===== src/rtl/freq_meter.sv =====
// freq_meter: measures a slow square wave against the system clock.
// Opens a gate of GATE_CYCLES clkin cycles and counts the rising edges of
// sig_in inside it. It also measures the distance, in clkin cycles, between
// the last two rising edges in that gate. Results are latched at the end of
// each completed gate.
// Ports:
//   clkin        system clock, all logic on the rising edge
//   resetn       asynchronous active-low reset
//   enable       level; high runs gates back-to-back, low idles
//   sig_in       asynchronous signal under test
//   count        rising edges seen in the last completed gate
//   period       clkin cycles between the last two edges of that gate
//   count_valid  one-cycle pulse when count/period/flags update
//   busy         high while a gate is open
//   overflow     edge or period counter saturated in the last gate
//   no_signal    no edges in the last gate
module freq_meter #(
  parameter int GATE_CYCLES = 27000000,
  parameter int CNT_W       = 32,
  parameter int SYNC_STAGES = 2
) (
  input  logic             clkin,
  input  logic             resetn,
  input  logic             enable,
  input  logic             sig_in,
  output logic [CNT_W-1:0] count,
  output logic [CNT_W-1:0] period,
  output logic             count_valid,
  output logic             busy,
  output logic             overflow,
  output logic             no_signal
);

  localparam int GW = $clog2(GATE_CYCLES);
  localparam logic [GW-1:0]    GATE_LAST = GW'(GATE_CYCLES - 1);
  localparam logic [CNT_W-1:0] CNT_MAX   = '1;

  typedef enum logic [1:0] {IDLE, GATE, REPORT} state_t;

  state_t state, state_nxt;

  logic [SYNC_STAGES-1:0] sync_pipe;
  logic                   hist;
  logic                   sync_q, rise;

  logic [GW-1:0]    gate_cnt;
  logic [CNT_W-1:0] edge_cnt, period_cnt, last_period;
  logic             seen_edge, ovf_int;
  logic             gate_on, report, gate_last;
  logic             edge_sat, per_sat;

  // Synchronizer and edge history run in every state, so a level that was
  // already high before the gate opens is never taken as an edge.
  always_ff @(posedge clkin or negedge resetn) begin
    if (!resetn) begin
      sync_pipe <= '0;
      hist      <= 1'b0;
    end else begin
      sync_pipe <= {sync_pipe[SYNC_STAGES-2:0], sig_in};
      hist      <= sync_q;
    end
  end

  assign sync_q = sync_pipe[SYNC_STAGES-1];
  assign rise   = sync_q & ~hist;

  // FSM state register
  always_ff @(posedge clkin or negedge resetn) begin
    if (!resetn) state <= IDLE;
    else         state <= state_nxt;
  end

  // FSM next state
  always_comb begin
    state_nxt = state;
    case (state)
      IDLE:    if (enable) state_nxt = GATE;
      GATE:    if (!enable)      state_nxt = IDLE;
               else if (gate_last) state_nxt = REPORT;
      REPORT:  state_nxt = enable ? GATE : IDLE;
      default: state_nxt = IDLE;
    endcase
  end

  // FSM decode
  always_comb begin
    gate_on = 1'b0;
    report  = 1'b0;
    case (state)
      GATE:    gate_on = 1'b1;
      REPORT:  report  = 1'b1;
      default: ;
    endcase
  end

  assign gate_last = (gate_cnt == GATE_LAST);
  assign edge_sat  = rise & (edge_cnt == CNT_MAX);
  // Covers both the idle-cycle increment and the +1 folded into last_period
  // on an edge: either way the true interval no longer fits.
  assign per_sat   = seen_edge & (period_cnt == CNT_MAX);

  // Gate datapath; everything is cleared whenever the gate is closed, so each
  // gate starts from zero regardless of how the previous one ended.
  always_ff @(posedge clkin or negedge resetn) begin
    if (!resetn) begin
      gate_cnt    <= '0;
      edge_cnt    <= '0;
      period_cnt  <= '0;
      last_period <= '0;
      seen_edge   <= 1'b0;
      ovf_int     <= 1'b0;
    end else if (gate_on) begin
      gate_cnt <= gate_cnt + GW'(1);
      if (rise) begin
        if (!edge_sat) edge_cnt <= edge_cnt + CNT_W'(1);
        if (seen_edge) last_period <= per_sat ? CNT_MAX : period_cnt + CNT_W'(1);
        seen_edge  <= 1'b1;
        period_cnt <= '0;
      end else if (seen_edge && !per_sat) begin
        period_cnt <= period_cnt + CNT_W'(1);
      end
      if (edge_sat || per_sat) ovf_int <= 1'b1;
    end else begin
      gate_cnt    <= '0;
      edge_cnt    <= '0;
      period_cnt  <= '0;
      last_period <= '0;
      seen_edge   <= 1'b0;
      ovf_int     <= 1'b0;
    end
  end

  // Registered outputs; results move only out of REPORT
  always_ff @(posedge clkin or negedge resetn) begin
    if (!resetn) begin
      count       <= '0;
      period      <= '0;
      overflow    <= 1'b0;
      no_signal   <= 1'b0;
      count_valid <= 1'b0;
      busy        <= 1'b0;
    end else begin
      count_valid <= report;
      busy        <= (state_nxt == GATE);
      if (report) begin
        count     <= edge_cnt;
        period    <= last_period;
        overflow  <= ovf_int;
        no_signal <= (edge_cnt == '0);
      end
    end
  end

endmodule


===== config.mk =====
export PLATFORM = sky130hd
export DESIGN_NAME = freq_meter
export DESIGN_NICKNAME = d
export VERILOG_FILES = /design/src/rtl/freq_meter.sv
export SDC_FILE = /design/constraint.sdc
export NUM_CORES = 1
export LEC_CHECK = 0
export BUFFER_PORTS_ARGS = -buffer_cell sky130_fd_sc_hd__buf_2
export CAP_MARGIN = 30
export CORE_MARGIN = 1.5
export CORE_UTILIZATION = 60
export CTS_BUF_LIST = sky130_fd_sc_hd__clkbuf_8 sky130_fd_sc_hd__clkbuf_16
export DETAILED_ROUTE_END_ITERATION = 10
export PLACE_DENSITY = 0.78
export SLEW_MARGIN = 5
export SYNTH_ARGS = -nofsm -noshare
export SYNTH_HDL_FRONTEND = slang
export SYNTH_SLANG_ARGS = --single-unit

===== constraint.sdc =====
create_clock -name clkin -period 2.6 [get_ports clkin]
set_input_delay 0.26 -clock clkin [delete_from_list [all_inputs] [get_ports clkin]]
set_output_delay 0.26 -clock clkin [all_outputs]
set_load 0.005 [all_outputs]

==> metrics.txt <==
post-cts gate resize count=0; CP top delay family=simple AND/OR/NAND/NOR gates; Syn Nets=902; row count=between 40 and 50; #FFs+latches synth=196; final core utilization=69.3%; Total Die Area=about 0.016 mm^2; Fin. Hold Viols=0; CP startpoint kind=flip-flop; number of buffers created by CTS=17; hold_sp=enable; post-DP HPWL=13600 um; Pre-Repair DR Iteration Count=8; antenna violations before repair=0; fin cells=1159; Post-Syn Area=0.00928 mm^2; R2R Path Start=period_cnt[0]; CP max stage delay=690 ps; final setup violation count=0; CP max-delay cell=or4_1; first-pass GRT wire length=34500 um; IO buf count=71; drt total wl=20600 um; GPL Wtd Cong=0.868; max_cap viols=0; Worst EP required=2890 ps; vias in the first global route=6811; CP bufs+invs=1; Inst Count DP=between 1000 and 1500; crit path max fanout=52; antenna viol nets, final=0; crit path capture type=flip-flop; area grow syn2layout=13.2%; Slew Limit Headroom=38.9%; Synthesis Warnings=0; nets=966; CTS root buf=clkbuf_16; Synth Area per Inst=10.4 um^2; CTS tree=yes; Starting Density=61.2%; Unique masters post-synth=between 50 and 60; commonest non-fill, non-tap cell in the layout=dfrtp_1; worst slew pin tran=around 900 ps; Setup TNS Final=0 ps; unrepaired setup endpoints after global routing=no; r2r worst-path depth=7; Reg clk slew, reported paths=70 ps; sequential area share after synthesis=52.9%; Period minus WS final=2390 ps; fmax=about 0.42 GHz; GRT Resource Usage Total=26.6%; CTS HTree Levels=4; CTS Buffer Depth=2; layout cells sized above 1=20.7%; Pwr per Cell Area=about 560 mW/mm^2; pre-CTS setup slack=259 ps; post-synthesis cell count=894; critical path data arrival time=2680 ps; ys async rst share=100%; Critical Setup Path Class=reg -> reg; final worst slack=209 ps; Via-to-Cell Ratio=6.21; Pleak=approximately 4.9 nW; Worst path depth=7; FILL cells=1119; io pins=72; Hold Path Depth=2; final worst clock skew=6.26 ps; DRC=0; antenna fix cells=0; Core ar.=0.0151 mm^2; global route total overflow=0; Hold WC Path Type=in -> reg; most frequent cells in the layout=196 x dfrtp_1, 77 x a21oi_1, 70 x buf_2; largest net degree at the start of global routing=84; worst skew pair latency=430 ps; maximum vdd drop=0.000494 V; crit path from=period_cnt[0]; average routed wire per standard cell=approximately 18 um; Slew Limit Fails=0; clk sinks=196; Die Wd=127 um; Main synth FF type=dfrtp_1; Post-synth EDFFs=0; final period utilization=between 90% and 100%; die height=approximately 130 um; cells along the critical path=ha_1 > nand2_1 > or4_1 > o31ai_4 > buf_12 > or3_1 > a21oi_1; drt initial violations=657; Vias=7194; status=complete, no violations
==> area by class of cell <==
type / instances / area [um^2] / share of cell area, %
multi-input cells: 630 / 4100 / 39.1
flip-flops and latches: 196 / 4900 / 46.7
clock buffers: 20 / 467 / 4.45
clock inverters: 12 / 120 / 1.14
repair buffers: 99 / 617 / 5.88
inverters: 14 / 52.6 / 0.501
well taps: 188 / 235 / 2.24
==> flip-flops by register name, indices dropped and copies added, names as in the netlist, 2 cells and up <==
signal and cells:
count 32, period 32, period_cnt 32, gate_cnt 25, sync_pipe 2, edge_cnt 32
last_period 32, state 2
==> what timing repair did <==
item,in CTS,in global routing
buffers inserted,0,0
hold buffers,2,0
endpoints found under the hold margin,81,0
==> synth_stat cells (all sizes together) (2+ instances only) <==
cell	count	area, um^2
nor2b	4	25.0
nor3	18	95.1
a21boi	2	15.0
or3	36	225
o21a	2	15.0
o21ai	65	325
nand2	55	206
and3	13	81.3
buf	15	83.8
nor4b	5	43.8
clkbuf	39	148
nand3	32	160
or4	14	105
a21oi	78	390
xnor2	27	236
ha	4	50.1
and4	13	114
nor4	16	106
a41o	3	30.0
inv	14	52.6
a21o	10	75.1
a22oi	2	15.0
a2111oi	2	17.5
a31oi	6	37.5
nand4	41	263
mux2	60	676
nand2b	5	31.3
or4b	2	20.0
a211oi	3	22.5
nand3b	3	22.5
or2	2	12.5
nor2	49	184
and2	9	56.3
o211ai	3	22.5
dfrtp	196	4900
o31ai	11	96.3
xor2	27	236
==> layer usage <==
metal / global-route usage, % / wire length (um) / vias up / share of wire [%]
li1: - / - / 3397 / -
met1: 37.5 / 9400 / 3574 / 46
met2: 41.9 / 10000 / 199 / 49
met3: 5.44 / 863 / 24 / 4.2
met4: 8.36 / 293 / 0 / 1.4
met5: 0 / 0 / - / 0
==> final timing paths <==
check,to,slack [ps]
worst max-delay path,period_cnt[23],210
max in group asynchronous,period[12],1380
worst max register to register,period_cnt[23],210
worst min-delay path,busy,70
min in group asynchronous,gate_cnt[9],430
worst min register to register,sync_pipe[1],400
==> stage by stage <==
stage | power [mW] | cell area (um^2) | hold WS [ps]
global placement | 3.31 | 9890 | 357
CTS | 5.88 | 10500 | 55.3
finish | 5.85 | 10500 | 69.5
floorplan | 3.21 | 9280 | -35.6
detailed placement | 3.31 | 9890 | 363
global route | 6.04 | 10500 | 67.7
==> power breakdown <==
part           switching (mW)  internal (mW)
clock network            1.18           1.41
logic                   0.136         0.0416
registers              0.0147           3.06
==> logic make-up after synthesis <==
logic type               count (synthesis)  synth area share [%]
AO/OA/AOI/OAI                          191                  11.8
buffers and inverters                   68                  3.06
XOR/XNOR                                54                  5.10
adder cells (fa/ha/maj)                  4                 0.540
AND/OR/NAND/NOR                        320                  19.2
multiplexers                            61                  7.39
flip-flops                             196                  52.9
No activity file was read; power rests on OpenSTA's default activity.
